### config.mk
export PLATFORM = sky130hd
export DESIGN_NAME = spike_rate_encoder
export DESIGN_NICKNAME = d
export VERILOG_FILES = /design/src/rtl/spike_enc_pkg.sv /design/src/rtl/spike_phase_acc.sv /design/src/rtl/spike_rate_encoder.sv
export SDC_FILE = /design/constraint.sdc
export NUM_CORES = 1
export LEC_CHECK = 0
export ABC_AREA = 1
export CAP_MARGIN = 20
export CORE_MARGIN = 2
export CORE_UTILIZATION = 55
export CTS_CLUSTER_DIAMETER = 30
export DETAILED_ROUTE_END_ITERATION = 6
export PLACE_DENSITY = 0.84
export REMOVE_ABC_BUFFERS = 1
export SYNTH_ARGS = -nofsm -noshare
export SYNTH_HDL_FRONTEND = slang
export SYNTH_HIERARCHICAL = 1
export SYNTH_SLANG_ARGS = --single-unit
### constraint.sdc
create_clock -name clk -period 3.1 [get_ports clk]
set_clock_uncertainty 0.05 [all_clocks]
set_input_delay 0.93 -clock clk [delete_from_list [all_inputs] [get_ports clk]]
set_output_delay 0.93 -clock clk [all_outputs]
set_load 0.01 [all_outputs]
### src/rtl/spike_enc_pkg.sv
// Shared types and constants for the spike rate encoder.
// Both accumulator start phases live here; the top picks one via SPIKE_ENC_ROUND_EN.
package spike_enc_pkg;

    typedef enum logic {
        IDLE,
        RUN
    } enc_state_e;

    localparam int ACC_W = 8;

    localparam logic [ACC_W-1:0] ACC_INIT_TRUNC = 8'h00;
    localparam logic [ACC_W-1:0] ACC_INIT_ROUND = 8'h80;

endpackage

### src/rtl/spike_phase_acc.sv
// Phase accumulator for the encoder: loads a start phase, then adds the sample each
// enabled cycle. The carry out of the 8-bit add is the raw spike.
module spike_phase_acc
    import spike_enc_pkg::*;
(
    input  logic             clk,
    input  logic             reset,
    input  logic             load_i,
    input  logic             en_i,
    input  logic [ACC_W-1:0] init_i,
    input  logic [ACC_W-1:0] addend_i,
    output logic             carry_o
);

    logic [ACC_W-1:0] acc_q;
    logic [ACC_W-1:0] acc_d;
    logic [ACC_W:0]   sum;

    always_comb begin
        sum   = {1'b0, acc_q} + {1'b0, addend_i};
        acc_d = acc_q;
        if (load_i) begin
            acc_d = init_i;
        end else if (en_i) begin
            acc_d = sum[ACC_W-1:0];
        end
        carry_o = en_i & sum[ACC_W];
    end

    always_ff @(posedge clk) begin
        if (reset) begin
            acc_q <= '0;
        end else begin
            acc_q <= acc_d;
        end
    end

endmodule

### src/rtl/spike_rate_encoder.sv
// Rate-codes an 8-bit intensity into a spike train over WINDOW cycles per accepted sample.
// Define SPIKE_ENC_ROUND_EN to start the phase at half scale (round-to-nearest spike count).
module spike_rate_encoder
    import spike_enc_pkg::*;
#(
    parameter int WINDOW = 256,
    parameter int CNT_W  = $clog2(WINDOW + 1)
) (
    input  logic             clk,
    input  logic             reset,
    input  logic [7:0]       in_data,
    input  logic             in_valid,
    output logic             in_ready,
    output logic             spike,
    output logic             busy,
    output logic             win_done,
    output logic [CNT_W-1:0] spike_count
);

`ifdef SPIKE_ENC_ROUND_EN
    localparam logic [ACC_W-1:0] ACC_INIT = ACC_INIT_ROUND;
`else
    localparam logic [ACC_W-1:0] ACC_INIT = ACC_INIT_TRUNC;
`endif

    enc_state_e       state_q, state_d;
    logic [ACC_W-1:0] sample_q, sample_d;
    logic [CNT_W-1:0] cnt_q, cnt_d;
    logic [CNT_W-1:0] count_q, count_d;
    logic             spike_q, spike_d;
    logic             done_q, done_d;
    logic             acc_load;
    logic             acc_en;
    logic             carry;
    logic             accept;
    logic             last;

    assign in_ready = (state_q == IDLE) & ~reset;
    assign busy     = (state_q == RUN);
    assign accept   = in_valid & in_ready;
    assign last     = (cnt_q == CNT_W'(WINDOW - 1));

    spike_phase_acc u_acc (
        .clk      (clk),
        .reset    (reset),
        .load_i   (acc_load),
        .en_i     (acc_en),
        .init_i   (ACC_INIT),
        .addend_i (sample_q),
        .carry_o  (carry)
    );

    always_comb begin
        state_d  = state_q;
        sample_d = sample_q;
        cnt_d    = cnt_q;
        count_d  = count_q;
        spike_d  = 1'b0;
        done_d   = 1'b0;
        acc_load = 1'b0;
        acc_en   = 1'b0;
        case (state_q)
            IDLE: begin
                if (accept) begin
                    sample_d = in_data;
                    cnt_d    = '0;
                    count_d  = '0;
                    acc_load = 1'b1;
                    state_d  = RUN;
                end
            end
            RUN: begin
                // cnt_q holds k-1 at edge Ek, so the window closes when it reaches WINDOW-1
                acc_en  = 1'b1;
                spike_d = carry;
                count_d = count_q + CNT_W'(carry);
                cnt_d   = cnt_q + CNT_W'(1);
                if (last) begin
                    done_d  = 1'b1;
                    state_d = IDLE;
                end
            end
            default: state_d = IDLE;
        endcase
    end

    always_ff @(posedge clk) begin
        if (reset) begin
            state_q  <= IDLE;
            sample_q <= '0;
            cnt_q    <= '0;
            count_q  <= '0;
            spike_q  <= 1'b0;
            done_q   <= 1'b0;
        end else begin
            state_q  <= state_d;
            sample_q <= sample_d;
            cnt_q    <= cnt_d;
            count_q  <= count_d;
            spike_q  <= spike_d;
            done_q   <= done_d;
        end
    end

    assign spike       = spike_q;
    assign win_done    = done_q;
    assign spike_count = count_q;

endmodule

# After elaboration in Yosys (flattened, before gate mapping)
# Index checks and enable logic that the tools add are counted.
totals:
  register_bits: 37
  latchBits: 0
  ramBits: 0
  rom_bits: 0
  input_bits: 11
  out_inout_bits: 13
  word_cells: 29
  memories: 0
op_classes:
  add_sub_neg: 3
  mul: 0
  n_div: 0
  magnitude_cmp: 0
  n_eq_ne: 2
  shift: 0
  muxes: 9
  bitwise_logic: 5
  n_reduce_logical: 3
op_table:
  columns: ["cell", "count"]
  rows:
  - ["one-hot mux 9 bit (2 select lines)", 2]
  - ["adder 8 x 8 -> 9 bit", 1]
  - ["adder 9 x 1 -> 9 bit", 1]
  - ["adder 9 x 1 -> 9 bit, second input constant", 1]
  - ["== test 9 x 8 -> 1 bit, second input constant", 1]
  - ["two-way mux 9 bit", 1]
  - ["two-way mux 1 bit", 5]
  - ["OR reduction 2 bit", 2]
  - ["AND 1 bit", 3]
  - ["!= test 2 bit, second input constant", 1]
  - ["NOT 1 bit", 2]
  - ["one-hot mux 1 bit (2 select lines)", 1]
  - ["AND reduction 2 bit", 1]

# Depth between registers and ports, before layout
# Gate-level depths: netlist (run 1).
depth:
  word_depth: 6
  ltp_mapped: 17
  depth_no_buf: 17

# Modules after synthesis
# Netlist (run 1), hierarchy kept.
by_module_without_submodules:
  columns: ["module", "n_inst", "cells_each", "area_each_um2", "seq_area_each_um2"]
  rows:
  - ["spike_rate_encoder", 1, 186, 1308.8, 580.6]
  - ["spike_phase_acc", 1, 108, 711.9, 160.2]

# Least setup slack after synthesis (run 1)
# No wires, ideal clock.
synth_timing:
  kind: "reg-to-reg"
  startpoint: "register sample_q[0]"
  endpoint: "register count_q[8], in the netlist spike_count[8]"
  setup_ns: 0.113
  arrival_time_ns: 2.238
  t_required_ns: 2.937
  slack_ns: 0.699
  stages_incl_launch_ff: 17
  path_cell_list: "dfxtp_1 > ha_1 > inv_1 > fa_1 > inv_1 > nand2_1 > nand2_1 > and2_4 > nand4_1 > a21boi_0 > ha_1 > ha_1 > nand2_1 > nor2_1 > nand2_1 > nor2_1 > nor2_1"
synth_via:
  elab_chain_len: 4
synth_rtl:
  columns: ["element", "line_no", "rtl"]
  rows:
  - ["start, declared", "spike_rate_encoder.sv:27", "logic [ACC_W-1:0] sample_q, sample_d;"]
  - ["start signal, assigned", "spike_rate_encoder.sv:97", "sample_q <= sample_d;"]
  - ["adder 8 x 8 -> 9 bit", "spike_phase_acc.sv:20", "sum = {1'b0, acc_q} + {1'b0, addend_i};"]
  - ["AND 1 bit", "spike_phase_acc.sv:27", "carry_o = en_i & sum[ACC_W];"]
  - ["named net carry", "spike_rate_encoder.sv:34", "logic carry;"]
  - ["adder 9 x 1 -> 9 bit", "spike_rate_encoder.sv:76", "count_d = count_q + CNT_W'(carry);"]
  - ["one-hot mux 9 bit (2 select lines)", "spike_rate_encoder.sv:62", "case (state_q)"]
  - ["end signal, assigned", "spike_rate_encoder.sv:99", "count_q <= count_d;"]
  - ["end, declared", "spike_rate_encoder.sv:29", "logic [CNT_W-1:0] count_q, count_d;"]
# The timed path passes the listed nets, and every way through them passes these cells.
# A chain may end at the register's enable or synchronous reset.

# Worst setup path after layout (run 1)
layout_timing:
  startpoint: "input reset"
  endpoint: "output in_ready"
layout_via:
  elab_chain_len: 2
layout_rtl:
  columns: ["element", "line_no", "rtl"]
  rows:
  - ["start, declared", "spike_rate_encoder.sv:10", "input logic reset,"]
  - ["NOT 1 bit", "spike_rate_encoder.sv:38", "assign in_ready = (state_q == IDLE) & ~reset;"]
  - ["AND 1 bit", "spike_rate_encoder.sv:38", null]
  - ["end, declared", "spike_rate_encoder.sv:13", "output logic in_ready,"]
# Every way passes these cells.

==> results of run 1 <==
cell families (layout without fill, tap and decap cells):
group / Yosys count / after routing / share of synthesized area, %
AOI/OAI and AO/OA: 43 / 43 / 12.9
and+or+nand+nor: 158 / 158 / 33.1
DFF: 37 / 37 / 36.7
buffers and inverters: 42 / 73 / 8.73
other: 1 / 8 / 0.186
adders and majority gates: 13 / 13 / 8.42
power by group through the flow:
stage	clock network, mW	registers [mW]	logic (mW)
6_report	0.328	0.513	0.162
5_1_grt	0.355	0.515	0.186
4_1_cts	0.339	0.513	0.162
3_5_place_dp	0	0.524	0.161
3_3_place_gp	0	0.523	0.158
2_1_floorplan	0	0.524	0.0995
synthesized netlist by cell type, types with 3 or more instances:
library cell | instances | area share [%]
nand2_1 | 91 | 17
a21oi_1 | 17 | 4.2
ha_1 | 12 | 7.4
nor2_1 | 25 | 4.6
nor3_1 | 3 | 0.74
buf_2 | 3 | 0.74
nand3_1 | 27 | 6.7
inv_1 | 34 | 6.3
dfxtp_1 | 37 | 37
a22oi_1 | 7 | 2.6
nor2_2 | 3 | 0.93
o21ai_0 | 11 | 2.7
flip-flops by register name, indices dropped and copies added (netlist names):
| signal | cells |
|---|---|
| busy | 1 |
| cnt_q | 9 |
| sample_q | 8 |
| spike | 1 |
| spike_count | 9 |
| u_acc/acc_q | 8 |
| win_done | 1 |
routing by layer:
metal	GRT usage, %	share of wire (%)	vias up	wire [µm]
li1	-	-	1016	-
met1	27.5	47	859	1990
met2	39.3	47	34	1990
met3	5.38	4.2	6	178
met4	8.51	1.5	0	64
met5	0	0	-	0
worst max-delay path, stage by stage:
cell and delay [ns]:
clkdlybuf4s50_1 0.44, nor2_2 0.12, clkdlybuf4s50_1 0.55
cell type report:
cell class	instances	area, µm²	share of cell area, %
clock inverter	2	10.0	0.413
sequential	37	741	30.6
timing repair buffer	29	275	11.4
inverter	36	135	5.58
multi-input combinational	222	1130	46.6
clock buffer	6	72.6	2.99
tap	48	60.1	2.48
worst max-delay path by stage:
stage,from,end,cells after the start
final,reset,in_ready,3
after global routing,reset,in_ready,3
after CTS,reset,in_ready,3
after detailed placement,reset,in_ready,3
after global placement,reset,in_ready,3
after floorplan,sample_q[0],spike_count[8],16
==> results by group, run 1 <==
Critical path
  – Setup CP Type: in -> out
  – Crit start category: primary input
  – Worst r2r src: sample_q[0]
  – Worst Setup End Kind: primary output
  – Worst reg-to-reg setup slack: 0.33 ns
  – Required @ worst endpoint: about 2.1 ns
  – Worst EP arrival: 2.05 ns
  – Crit path max fanout: 2
  – FF-to-FF End: spike_count[8]
  – Worst reg-to-reg path cell count: 17

Yosys
  – Synth Instances: ~290
  – Synth unique cells: 30
  – Ys Warns: 6
  – Post-synthesis register bit count: 37
  – Post-synth EDFFs: 0
  – Mean Syn Cell Area: 6.87 µm²
  – Syn Std Cell Area: between 2000 and 2500 µm²
  – Post-synth top flop: dfxtp_1
  – FFs w/ async S/R, synth: 0%
  – Sequential area share after synthesis: 36.7%

Cells and area
  – Commonest non-fill, non-tap cell in the layout: nand2_1
  – Fillers: around 350
  – Most frequent cells in the layout: 91 x nand2_1, 37 x dfxtp_1, 34 x inv_1
  – Design area: 2420 µm²
  – Final cell count without fillers: 380
  – Final core occ: 67.2%
  – Layout Nets: roughly 360
  – Share of layout cells above drive strength 1: 6.93%
  – Ant diodes: 0
  – Synth-to-layout area growth: 19.9%

Power and ir drop
  – Net switching power: 0.284 mW
  – Power Internal: 0.719 mW
  – Combinational cell fraction of total power: 16.1%
  – Seq pwr share: 51.2%
  – Static Leak: 1.09 nW
  – Power share of the clock group: between 30 and 40%
  – Sw Share: approximately 28%
  – Pwr per Cell Area: 414 nW/µm²
  – Total Power: 1.00 mW
  – Peak supply drop: ~0.3 mV

Timing
  – Final Hold Viols: 0
  – Fmax: about 0.33 GHz
  – RSZ-0062 raised after global routing: false
  – Worst hold slack: 0.423 ns
  – Post-route setup slack: between 0.06 and 0.07 ns
  – Final setup vio count: 0
  – Setup TNS Final: 0 ns
  – Min Tclk post-route: 3.03 ns
  – Slew Limit Fails: 0
  – Fin crit share: 97.9%

Outcome
  – Status: finished, final reports clean

Place
  – Dpl hpwl: 3090 µm
  – Dpl cells: 372
  – RD Place Congestion: 0.893
  – Post-Place Worst Slack: around 0.036 ns
  – Port Buf Inserts: 23
  – Dpl cell area: 2340 µm²

Floorplanning
  – Die span in y: about 65 µm
  – Cell Rows: 22
  – Area of the die: around 4200 µm²
  – Die X: 64.6 µm
  – Ports: 24
  – Core Region: 3610 µm²
  – Initial core utilization: roughly 56%

CTS
  – Clock root buffer master: clkbuf_8
  – H-tree Lvls: 2
  – Clock Sinks: 37
  – Clk_lat worst skew: 0.29 ns
  – CTS Hold Bufs: 0
  – CTS Buf Count: 5
  – Maximum root-to-sink buffer count: 2
  – Post-cts sizing count: 0
  – Clock transition at path regs: 0.07 ns
  – TritonCTS clock tree: yes
  – Post-CTS setup buffer count: 0

GRT
  – First-pass GRT wire length: 7400 µm
  – Largest net degree at the start of global routing: 24
  – Vias in the first global route: roughly 1700
  – Initial antenna violation count: 0
  – GRT overflow: 0
  – GRT Total Usage: 22.8%

Drt
  – Initial DRC count: 88
  – WL/cell: 11.1 µm
  – 1st-pass router iterations: 4
  – Via-to-Cell Ratio: 5.04
  – Number of routed nets with antenna violations: 0
  – DRC Markers: 0
  – Via Count: 1915
  – Drt total wl: 4220 µm

Hold path
  – WHS Path Cells: 2
  – Hold Path End: cnt_q[6]
  – Hold path startpoint: cnt_q[6]
  – Min-delay worst type: reg -> reg

Run
  – Max-cap violation count: 0
Power figures use the tool's default switching activity.
==> inputs of run 2 (changes only) <==
SLEW_MARGIN = 20   (was unset)
==> results of run 2 <==
Final layout, timing and power as in run 1 (identical DEF).
==> RTL edit, RTL diff (settings of run 2) <==
`WINDOW`: 256 -> 128.
--- a/src/rtl/spike_rate_encoder.sv
+++ b/src/rtl/spike_rate_encoder.sv
@@ -4,5 +4,5 @@
     import spike_enc_pkg::*;
 #(
-    parameter int WINDOW = 256,
+    parameter int WINDOW = 128,
     parameter int CNT_W  = $clog2(WINDOW + 1)
 ) (
Ports: changed (resized spike_count); port bits go from 24 to 23. No check against the original RTL was run, so the function may have changed too.
==> RTL edit against run 2 <==
  * Worst hold slack better by 0.0035 ns
  * Cell count down 5.0%
  * First-iteration DRC count shrank 14%
  * Cell area decreased by 6.5%
  * Critical endpoint unchanged
  * Total power is 12% lower
  * Routed wire length decreased by 5.2%
  * Worst setup slack improved by 0.014 ns
  * Sequential share of layout area increased by 0.34 points
  * Synthesized area shrank 5.1%
  * Die area fell by 4.8%
  * Sequential cell count is 2 lower
==> RTL edit: results (changes against run 2) <==
Total GRT Usage = 21.8% (-0.96 points)
Worst reg2reg path endpoint = spike_count[6]
Number of port buffers = 22 (-4.3%)
Mapped Cells = 280 (-4.8%)
Ranking of synthesized cells by area = sky130_fd_sc_hd__dfxtp_1 (37%), sky130_fd_sc_hd__nand2_1 (16%), sky130_fd_sc_hd__nand3_1 (7.3%), sky130_fd_sc_hd__ha_1 (7.2%), sky130_fd_sc_hd__inv_1 (6.8%)
Status = finished clean
Fillers = 320 (-7.2%)
Share of synthesized area occupied by flip-flops and latches = 36.5% (-0.13 points)
Share of post-route cells with drive strength above 1 = 6.03% (-0.90 points)
Wire length of the first global-routing pass = 7010 um (-5.2%)
Fraction of the mapped netlist area in adder cells = 8.22% (-0.20 points)
Via count of the first global-routing pass = 1,634 (-5.7%)
Final Wtd Congestion = 0.915 (+2.4%)
Leakage = 1.05 nW (-3.7%)
Final hold slack = 0.426 ns (+0.00350 ns)
Count of unique library cells instantiated by Yosys = 31 (+3.3%)
Clock latency on the worst-skew pair = 0.33 ns (+0.04 ns)
Wire length after detailed routing = 4000 um (-5.2%)
Post-CTS clock slew at the launch and capture registers of the worst setup and hold paths = 0.10 ns (+0.03 ns)
Placed Instances = 353 (-5.1%)
Number of cell instances on the worst register-to-register path = 16 (-1)
Detail Placement HPWL = 2940 um (-5.0%)
Via count = 1,805 (-5.7%)
Via-to-Cell Ratio = 5.00 (-0.78%)
Area fraction in compound gates after synthesis = 13.8% (+0.82 points)
-- RTL edit: cell types whose count changed after synthesis, sizes merged, moves of 2 or more --
cell | run 2 | this run
a21oi | 19 | 17
o21ai | 11 | 15
nand2 | 92 | 83
nor3 | 3 | 1
dfxtp | 37 | 35
nor2 | 28 | 24
-- RTL edit: area by class of cell --
type                            instances  share of cell area, %
Multi-Input combinational cell        209                   47.2
Sequential cell                        35                   30.9
Timing Repair Buffer                   26                   11.0
Inverter                               37                   6.13
Tap cell                               46                   2.54
Clock buffer                            7                   1.99
Clock inverter                          1                  0.221
-- RTL edit: per-stage QoR --
stage | power, W | setup WS, ns | instance area (um^2)
6_report | 0.000885 | 0.0798 | 2270
3_5_place_dp | 0.000661 | 0.0668 | 2220
5_1_grt | 0.000934 | 0.00196 | 2270
4_1_cts | 0.000894 | 0.0659 | 2270
3_3_place_gp | 0.000656 | 0.0717 | 2220
2_1_floorplan | 0.000600 | 0.680 | 1910
-- RTL edit: worst min-delay path by stage --
| stage | startpoint | endpoint | depth (start not counted) |
|---|---|---|---|
| 3_5_place_dp | sample_q[2] | sample_q[2] | 2 |
| 3_3_place_gp | cnt_q[4] | cnt_q[4] | 2 |
| 5_1_grt | sample_q[4] | sample_q[4] | 2 |
| 4_1_cts | sample_q[2] | sample_q[2] | 2 |
| 6_report | cnt_q[4] | cnt_q[4] | 2 |
| 2_1_floorplan | cnt_q[4] | cnt_q[4] | 2 |
-- RTL edit: tightest hold or removal path, stage by stage, from the launching register on --
cell and delay (ns):
sky130_fd_sc_hd__dfxtp_1 0.33, sky130_fd_sc_hd__nand2_1 0.06, sky130_fd_sc_hd__a21oi_1 0.05
-- RTL edit: where the power goes --
part	internal [W]	switching, W
Combinational	0.0000655	0.000101
Clock	0.0000885	0.000145
Sequential	0.000471	0.0000138
-- RTL edit: logic make-up after synthesis --
family | count (synthesis)
adder cells (fa/ha/maj) | 12
AND/OR/NAND/NOR | 145
flip-flops | 35
AO/OA/AOI/OAI | 44
other | 1
buffers and inverters | 43
-- RTL edit: metal layers --
metal,wire (um),vias to the layer above,part of all wire (%),GRT usage (%)
met5,0,-,0,0
met4,37,0,0.93,7.22
met3,142,4,3.6,5.00
met2,1960,28,49,37.4
met1,1860,809,46,26.9
li1,-,964,-,-
